## config.mk

```make
export PLATFORM = sky130hd
export DESIGN_NAME = axi_prewrapper_mc
export DESIGN_NICKNAME = d
export VERILOG_FILES = /design/src/rtl/axi_prewrapper_mc.sv
export SDC_FILE = /design/constraint.sdc
export NUM_CORES = 2
export LEC_CHECK = 0
export ABC_AREA = 0
export BUFFER_PORTS_ARGS = -buffer_cell sky130_fd_sc_hd__buf_2
export CAP_MARGIN = 20
export CORE_ASPECT_RATIO = 0.75
export CORE_MARGIN = 3
export CORE_UTILIZATION = 50
export CTS_BUF_LIST = sky130_fd_sc_hd__clkbuf_4 sky130_fd_sc_hd__clkbuf_8 sky130_fd_sc_hd__clkbuf_16
export CTS_CLUSTER_DIAMETER = 80
export DETAILED_ROUTE_END_ITERATION = 6
export PLACE_DENSITY_LB_ADDON = 0.15
export SYNTH_ARGS = -nofsm -noshare
export SYNTH_HDL_FRONTEND = slang
export SYNTH_SLANG_ARGS = --single-unit
```

## constraint.sdc

```tcl
create_clock -name clk -period 2.85 [get_ports clk]
set_input_delay 0.57 -clock clk [delete_from_list [all_inputs] [get_ports clk]]
set_output_delay 0.57 -clock clk [all_outputs]
set_load 0.02 [all_outputs]
```

## src/rtl/axi_prewrapper_mc.sv

```systemverilog
// axi_prewrapper_mc: register-mapped wrapper driving one DUT op and SC_NBR scan-chain dumps,
// with per-chain capture buffers, watchdog abort, sticky error flags and a done interrupt.
module axi_prewrapper_mc #(
  parameter int SC_NBR  = 4,
  parameter int IN_W    = 128,
  parameter int OUT_W   = 128,
  parameter int DEPTH   = 8,
  parameter int TIMEOUT = 1024
) (
  input  logic                  clk,
  input  logic                  reset,
  input  logic                  axi_wr_en,
  input  logic [31:0]           axi_wr_addr,
  input  logic [31:0]           axi_wr_msg,
  input  logic [31:0]           axi_rd_addr,
  output logic [31:0]           axi_rd_msg,
  output logic [IN_W-1:0]       dut_input_vec,
  input  logic [OUT_W-1:0]      dut_output_vec,
  output logic                  dut_val_op,
  input  logic                  dut_op_ack,
  input  logic                  dut_op_commit,
  output logic                  dut_commit_ack,
  output logic                  dut_sen,
  output logic [SC_NBR-1:0]     dft_val_op,
  input  logic [SC_NBR-1:0]     dft_op_ack,
  input  logic [32*SC_NBR-1:0]  dft_output_data,
  input  logic [SC_NBR-1:0]     dft_output_strobe,
  input  logic [SC_NBR-1:0]     dft_op_commit,
  output logic [SC_NBR-1:0]     dft_commit_ack,
  output logic                  irq
);
  localparam int NIN  = IN_W / 32;
  localparam int NOUT = OUT_W / 32;
  localparam int AW   = $clog2(DEPTH);
  localparam int CW   = $clog2(DEPTH + 1);
  localparam int WW   = $clog2(TIMEOUT + 1);

  typedef enum logic [2:0] {
    S_IDLE, S_DUT_REQ, S_DUT_WAIT, S_SCAN_REQ, S_SCAN_COL, S_DONE, S_ERR
  } state_t;

  state_t             r_state, w_next;
  logic [9:0]         w_widx, w_ridx;
  logic               w_ctrl_wr, w_start_dut, w_start_scan, w_clear, w_wd_exp, w_wait;
  logic [SC_NBR-1:0]  r_mask, r_acked, r_done, r_ovf, r_dft_cack, w_acked, w_done;
  logic [CW-1:0]      r_cnt [SC_NBR];
  logic [31:0]        r_buf [SC_NBR][DEPTH];
  logic [31:0]        r_in [NIN];
  logic [31:0]        r_out [NOUT];
  logic [31:0]        r_cycles, w_rd;
  logic               r_busy_err, r_to_err, r_dut_cack;
  logic [WW-1:0]      r_wd;
  logic               w_unused;

  assign w_unused     = ^{axi_wr_addr[31:12], axi_wr_addr[1:0], axi_rd_addr[31:12], axi_rd_addr[1:0]};
  assign w_widx       = axi_wr_addr[11:2];
  assign w_ridx       = axi_rd_addr[11:2];
  assign w_ctrl_wr    = axi_wr_en && w_widx == 10'd0;
  assign w_start_dut  = w_ctrl_wr && axi_wr_msg[0];
  assign w_start_scan = w_ctrl_wr && axi_wr_msg[1] && !axi_wr_msg[0];
  assign w_clear      = w_ctrl_wr && axi_wr_msg[2] && r_state == S_IDLE;
  assign w_acked      = r_acked | (dft_op_ack & r_mask);
  assign w_done       = r_done | (dft_op_commit & r_mask);
  assign w_wait       = r_state inside {S_DUT_REQ, S_DUT_WAIT, S_SCAN_REQ, S_SCAN_COL};
  assign w_wd_exp     = r_wd == WW'(TIMEOUT - 1);

  assign dut_val_op     = r_state == S_DUT_REQ;
  assign dut_sen        = r_state == S_SCAN_REQ || r_state == S_SCAN_COL;
  assign dft_val_op     = r_state == S_SCAN_REQ ? r_mask & ~r_acked : '0;
  assign irq            = r_state == S_DONE;
  assign dut_commit_ack = r_dut_cack;
  assign dft_commit_ack = r_dft_cack;

  for (genvar k = 0; k < NIN; k++) begin : g_in
    assign dut_input_vec[32*k +: 32] = r_in[k];
  end

  always_comb begin
    w_next = r_state;
    case (r_state)
      S_IDLE:     w_next = w_start_dut ? S_DUT_REQ :
                           w_start_scan ? (r_mask == '0 ? S_DONE : S_SCAN_REQ) : S_IDLE;
      S_DUT_REQ:  w_next = dut_op_ack ? S_DUT_WAIT : S_DUT_REQ;
      S_DUT_WAIT: w_next = dut_op_commit ? S_DONE : S_DUT_WAIT;
      S_SCAN_REQ: w_next = (w_acked & r_mask) == r_mask ? S_SCAN_COL : S_SCAN_REQ;
      S_SCAN_COL: w_next = (w_done & r_mask) == r_mask ? S_DONE : S_SCAN_COL;
      default:    w_next = S_IDLE;
    endcase
    // the watchdog only fires when the state would otherwise not move
    if (w_wait && w_wd_exp && w_next == r_state) w_next = S_ERR;
  end

  always_comb begin
    w_rd = '0;
    if (w_ridx == 10'd1) w_rd = {16'(r_ovf), 10'd0, r_to_err, r_busy_err, r_state != S_IDLE, r_state};
    if (w_ridx == 10'd2) w_rd = 32'(r_mask);
    if (w_ridx == 10'd3) w_rd = r_cycles;
    for (int k = 0; k < NIN; k++) if (w_ridx == 10'(16 + k)) w_rd = r_in[k];
    for (int k = 0; k < NOUT; k++) if (w_ridx == 10'(32 + k)) w_rd = r_out[k];
    for (int c = 0; c < SC_NBR; c++) begin
      if (w_ridx == 10'(64 + c)) w_rd = 32'(r_cnt[c]);
      for (int j = 0; j < DEPTH; j++) if (w_ridx == 10'(128 + c*DEPTH + j)) w_rd = r_buf[c][j];
    end
  end

  always_ff @(posedge clk or negedge reset) begin
    if (!reset) begin
      r_state    <= S_IDLE;
      r_mask     <= '1;
      r_acked    <= '0;
      r_done     <= '0;
      r_ovf      <= '0;
      r_busy_err <= 1'b0;
      r_to_err   <= 1'b0;
      r_cycles   <= '0;
      r_wd       <= '0;
      r_dut_cack <= 1'b0;
      r_dft_cack <= '0;
      axi_rd_msg <= '0;
      for (int k = 0; k < NIN; k++) r_in[k] <= '0;
      for (int k = 0; k < NOUT; k++) r_out[k] <= '0;
      for (int c = 0; c < SC_NBR; c++) begin
        r_cnt[c] <= '0;
        for (int j = 0; j < DEPTH; j++) r_buf[c][j] <= '0;
      end
    end else begin
      r_state    <= w_next;
      axi_rd_msg <= w_rd;
      r_wd       <= (w_wait && w_next == r_state) ? r_wd + 1'b1 : '0;
      r_dut_cack <= r_state == S_DUT_WAIT && dut_op_commit;
      r_dft_cack <= r_state == S_SCAN_COL ? dft_op_commit & r_mask : '0;
      if (r_state != S_IDLE && r_cycles != '1) r_cycles <= r_cycles + 32'd1;
      if (r_state == S_IDLE && (w_start_dut || w_start_scan)) r_cycles <= 32'd1;
      if (w_ctrl_wr && (axi_wr_msg[0] || axi_wr_msg[1]) && r_state != S_IDLE) r_busy_err <= 1'b1;
      if (w_next == S_ERR) r_to_err <= 1'b1;
      if (r_state == S_DUT_WAIT && dut_op_commit)
        for (int k = 0; k < NOUT; k++) r_out[k] <= dut_output_vec[32*k +: 32];
      if (axi_wr_en && w_widx == 10'd2) r_mask <= axi_wr_msg[SC_NBR-1:0];
      for (int k = 0; k < NIN; k++) if (axi_wr_en && w_widx == 10'(16 + k)) r_in[k] <= axi_wr_msg;
      if (r_state == S_SCAN_REQ) r_acked <= w_acked;
      if (r_state == S_SCAN_COL) r_done <= w_done;
      for (int c = 0; c < SC_NBR; c++)
        if (r_state == S_SCAN_COL && r_mask[c] && dft_output_strobe[c]) begin
          if (r_cnt[c] == CW'(DEPTH)) r_ovf[c] <= 1'b1;
          else begin
            r_buf[c][r_cnt[c][AW-1:0]] <= dft_output_data[32*c +: 32];
            r_cnt[c] <= r_cnt[c] + 1'b1;
          end
        end
      if (r_state == S_IDLE && w_start_scan) begin
        r_acked <= '0;
        r_done  <= '0;
        for (int c = 0; c < SC_NBR; c++) r_cnt[c] <= '0;
      end
      if (w_clear) begin
        r_busy_err <= 1'b0;
        r_to_err   <= 1'b0;
        r_ovf      <= '0;
        for (int c = 0; c < SC_NBR; c++) r_cnt[c] <= '0;
      end
    end
  end
endmodule
```

Word-level counts from Yosys, hierarchy flattened
Cells that the tools add are included.
{ "word_totals": {"ff_bits": 1397, "latch_bits": 0, "ram_bits": 0, "romBits": 0, "inputBits": 369, "out_inout_bits": 172, "elab_cells": 331, "n_memories": 0} }
{ "op_classes": {"n_addsub": 6, "n_mul": 0, "div_mod_pow": 0, "magnitude_cmp": 8, "eq_ne": 72, "shift": 0, "muxes": 100, "n_bitwise": 16, "n_reduce_logical": 70} }
{ "ops": {"columns": ["op", "n"], "rows": [
  ["$mux 32", 52],
  ["$bwmux 256", 4],
  ["$demux 32 s3", 4],
  ["$eq 10x8->1 const B", 32],
  ["$eq 10x5->1 const B", 8],
  ["$mux 4", 15],
  ["$eq 10x6->1 const B", 4],
  ["$eq 10x7->1 const B", 4],
  ["$add 32x1->32 const B", 1],
  ["$logic_and 1x1->1", 32],
  ["$mux 16", 2],
  ["$ne 32x32->1 const B", 1],
  ["$eq 10x2->1 const B", 3],
  ["$reduce_bool 2->1", 13],
  ["$reduce_and 2->1", 12],
  ["$and 4x4->4", 5],
  ["$mux 20", 1],
  ["$mux 3", 6],
  ["$add 4x1->4 const B", 4],
  ["$eq 4x4->1 const B", 4],
  ["$ge 4x4->1 const B", 4],
  ["$lt 4x1->1 const B", 4],
  ["$not 3->4", 4],
  ["$pmux 3 s5", 1],
  ["22 further kinds", 52]
]} }

Logic depth before layout (Yosys ltp)
{ "depth": {"depth_word": 48, "ltp_mapped": 14, "mapped_depth_nobuf": 9} }

Least setup slack after synthesis
Ideal clock, no wire load.
{ "synth_path": {"path_type": "input to register", "from": "input port axi_rd_addr[2]", "to": "register axi_rd_msg[11]", "setup_ns": 0.126, "t_arrival_ns": 2.637, "required_ns": 2.724, "slack_ns": 0.087, "cell_stages": 10, "path_buffers": 3, "cell_sequence": "buf_6 > or4b_1 > buf_2 > nor2_4 > buf_4 > nand2_2 > o221ai_2 > nor2_1 > or4_1 > a221o_1"} }
{ "synth_via": {"elab_chain_cells": 47, "word_cells_on_any_way": 92, "cone_classes": "46 x eq/ne; 46 x mux"} }
{ "synth_lines": {"columns": ["element", "line", "source"], "rows": [
  ["start, declared", "15", "input logic [31:0] axi_rd_addr,"],
  ["$eq 10x2->1", "96", "if (w_ridx == 10'd2) w_rd = 32'(r_mask);"],
  ["$mux 32", "96", null],
  ["$mux 32", "97", "if (w_ridx == 10'd3) w_rd = r_cycles;"],
  ["$mux 32 (4 in a row)", "98", "for (int k = 0; k < NIN; k++) if (w_ridx == 10'(16 + k)) w_rd = r_in[k];"],
  ["$mux 32 (4 in a row)", "99", "for (int k = 0; k < NOUT; k++) if (w_ridx == 10'(32 + k)) w_rd = r_out[k];"],
  ["$mux 32", "101", "if (w_ridx == 10'(64 + c)) w_rd = 32'(r_cnt[c]);"],
  ["$mux 32 (8 in a row)", "102", "for (int j = 0; j < DEPTH; j++) if (w_ridx == 10'(128 + c*DEPTH + j)) w_rd = r_buf[c][j];"],
  ["$mux 32", "101", null],
  ["$mux 32 (8 in a row)", "102", null],
  ["$mux 32", "101", null],
  ["$mux 32 (8 in a row)", "102", null],
  ["$mux 32", "101", null],
  ["$mux 32 (7 in a row)", "102", null],
  ["$mux 32 *", "102", null],
  ["net w_rd[11]", "50", "logic [31:0] r_cycles, w_rd;"],
  ["end signal, assigned", "128", "axi_rd_msg <= w_rd;"],
  ["end, declared", "16", "output logic [31:0] axi_rd_msg,"]
]} }
The timed path passes the listed nets; every way through them passes the cells marked *.
A chain may end at the register's enable or synchronous reset.

Worst setup path after layout
{ "layout_path": {"from": "input port axi_rd_addr[5]", "to": "register axi_rd_msg[27]"} }
{ "layout_via": {"elab_chain_cells": 46, "word_cells_on_any_way": 90, "cone_classes": "45 x eq/ne; 45 x mux"} }
{ "layout_lines": {"columns": ["element", "line"], "rows": [
  ["$eq 10x2->1", "97"],
  ["$mux 32", "97"],
  ["$mux 32 (4 in a row)", "98"],
  ["$mux 32 (4 in a row)", "99"],
  ["$mux 32", "101"],
  ["$mux 32 (8 in a row)", "102"],
  ["$mux 32", "101"],
  ["$mux 32 (8 in a row)", "102"],
  ["$mux 32", "101"],
  ["$mux 32 (8 in a row)", "102"],
  ["$mux 32", "101"],
  ["$mux 32 (7 in a row)", "102"],
  ["$mux 32 *", "102"],
  ["net w_rd[27]", "50"]
]} }
Marked as above.

==> results.ini <==
[run]
maxCapViolations=0

[timing]
slew_viol_final=0
finalHoldViolations=0
setup_tns_ns=-0.0180
fmax_mhz=350
slew_headroom=0.445
min_period_over_period=1.00
rsz0062_at_grt=no
clock_skew_ns=0.0339
tightest_slew_ns=0.828
period_minus_slack_ns=2.86
setup_slack_ns=-0.00859
setup_violations=3

[drt]
routed_wirelength_mm=279
topRoutingLayerUsed=met5
wl_per_cell_um=32.3
drtIter0Drc=7792
drc=5
met3_length_mm=36.4
met2_length_mm=116
drtPass1Iterations=7
routedLengthMet1_mm=115
viasPerCell=6.51
via_count=56200
ant_nets=0

[power]
p_leak_nw=41.6
ir_drop_mv=0.572
power_density_mw_per_mm2=549

[die]
row_count=114
die_w_um=425
design.core.area_mm2=0.130
fp.dieH_um=320
dieArea_mm2=0.136
start_util=0.508
top_level_ports=541

[cts]
clockBufferDepth=3
cts_made_buffers=141
cts_sinks=1397
path_clk_slew_ns=0.06
clock_latency_ns=0.82
clock-root-buffer=clkbuf_16
cts_tree=built
htreeDepth=4

[setup_path]
cp.required_ns=3.54
critPathCaptureType=register
r2r-start=dut_input_vec[95]
critPathArrivalTime_ns=3.55
worstSetupStartpointType=primary input
cp-startpoint=axi_rd_addr[5]
crit_type=in2reg
cp_max_fo=5

[final_layout]
final_cell_mix=dfrtp_1 (1393), mux2_2 (1289), buf_4 (852)
fillers=10200
seqCellArea_mm2=0.0350
areaGrowthSynthToFinish_pct=27.3
multi_input_area_mm2=0.0295
drive_gt1_frac=0.458
fin_nets=7145
final_common_cell=dfrtp_1
stdcell_area_mm2=0.0839

[synthesis]
ys_async_sr_fraction=1.00
ys_ff_latch=1397
synth_edf_count=0
syn_inst=5416
syn-num-nets=5795
synth_ff_type=dfrtp_1
ys_warn_count=0
synth.distinct_cells=108
syn-cell-area_mm2=0.0659
avgSynthCellArea_um2=12.2
yosysSeqAreaShare=0.531

[min_path]
hold_start=axi_wr_msg[19]
min_path_type=in2reg

[placed_design]
port_buffers=496
place_hpwl_mm=210
place_area_mm2=0.0777
globalplace.congestion=1.10

[global_route]
grt_max_degree=97
grt_pass1_wl_mm=399
antenna_found_initial=28
grt_pass1_vias=55700
grt_overflow=0
grt_usage=0.404

[outcome]
failed_checks=design-rule violations, negative setup slack
status=finished with violations

[synth_stat cells, types with 32 or more instances]
library cell | number | area (um^2)
nand2_1 | 242 | 908
a21oi_1 | 218 | 1090
dfrtp_1 | 1393 | 34900
mux2i_1 | 61 | 611
nor3_1 | 67 | 335
a22o_1 | 32 | 280
buf_2 | 148 | 741
a211oi_1 | 46 | 345
clkbuf_1 | 151 | 567
nand3_1 | 137 | 686
o221ai_1 | 49 | 429
o21ai_0 | 247 | 1240
mux2_2 | 1289 | 14500
nor2_1 | 335 | 1260
o22ai_1 | 94 | 588
o211ai_1 | 41 | 308
a221oi_1 | 68 | 596
a222oi_1 | 32 | 320
a22oi_1 | 92 | 691
buf_1 | 42 | 158
[where the power goes]
part	total [mW]	internal, mW	switching, mW	leakage (nW)
Clock	19.2	11.0	8.20	2.38
Combinational	4.51	1.99	2.53	20.0
Sequential	22.3	21.0	1.34	19.1
[final timing paths]
path                                     endpoint  slack (ns)  cells after the start
worst min register to register            r_wd[0]        0.48                      1
worst max-delay path               axi_rd_msg[27]      -0.009                     13
max in group asynchronous              r_buf[232]        1.49                      4
worst max register to register     axi_rd_msg[31]        0.07                      9
min in group asynchronous             r_buf[1004]        0.27                      2
worst min-delay path            dut_input_vec[19]        0.04                      2
[cell families after synthesis]
kind of cell,Yosys count,synth area share
compound gates,1151,0.119
xor+xnor,41,0.00545
fa+ha+maj,10,0.00190
buf+inv,404,0.0281
flops,1397,0.531
mux,1367,0.235
simple gates,1046,0.0803
[sequential cells by signal, indices dropped and copies added (netlist names)]
name            flops
r_done              4
dut_input_vec     128
r_mask              4
r_out             128
dft_commit_ack      4
r_state             3
r_ovf               4
r_acked             4
r_cnt              16
axi_rd_msg         32
r_busy_err          1
dut_commit_ack      1
r_cycles           32
r_wd               11
r_to_err            1
r_buf            1024
[metal layers]
| layer | GRT usage | vias to the layer above |
|---|---|---|
| li1 | - | 23000 |
| met1 | 0.576 | 29100 |
| met2 | 0.565 | 3496 |
| met3 | 0.146 | 601 |
| met4 | 0.144 | 8 |
| met5 | 0 | - |
[what timing repair did]
item / 4_1_cts / 5_1_grt
hold buffers: 124 / 0
gates resized for setup: 14 / 28
pin swaps: 1 / 3
hold endpoints to repair: 151 / 0
setup buffers: 0 / 2
setup endpoints to repair: 11 / 20
[cell type report]
class,count,area share
multi-input cells,3615,0.352
diodes,22,0.000656
inverters,30,0.00139
flip-flops and latches,1397,0.417
well taps,1740,0.0260
repair buffers,1581,0.147
clock inverters,34,0.00406
clock buffers,214,0.0521
[per-stage QoR]
step	utilization	power [mW]	hold slack (ns)	cells	setup slack, ns
2_1_floorplan	-	24.0	0.274	5416	0.0873
3_3_place_gp	0.598	26.7	0.468	8236	-1.27
3_5_place_dp	0.598	26.8	0.475	8237	-1.03
4_1_cts	0.645	46.0	0.000112	8609	0.00270
5_1_grt	0.646	47.3	0.0182	8623	0.00433
6_report	0.646	46.1	0.0395	8633	-0.00859
[critical path, stage by stage]
cell and delay (ns):
buf_2 0.18, buf_4 0.15, nand4bb_1 0.20, buf_4 0.17
nor2_4 0.06, buf_12 0.13, a22o_1 0.25, a222oi_1 0.54
a21oi_4 0.24, buf_4 0.19, o21ai_1 0.31, o211ai_1 0.20
a221o_1 0.35
Power figures use the tool's default switching activity.
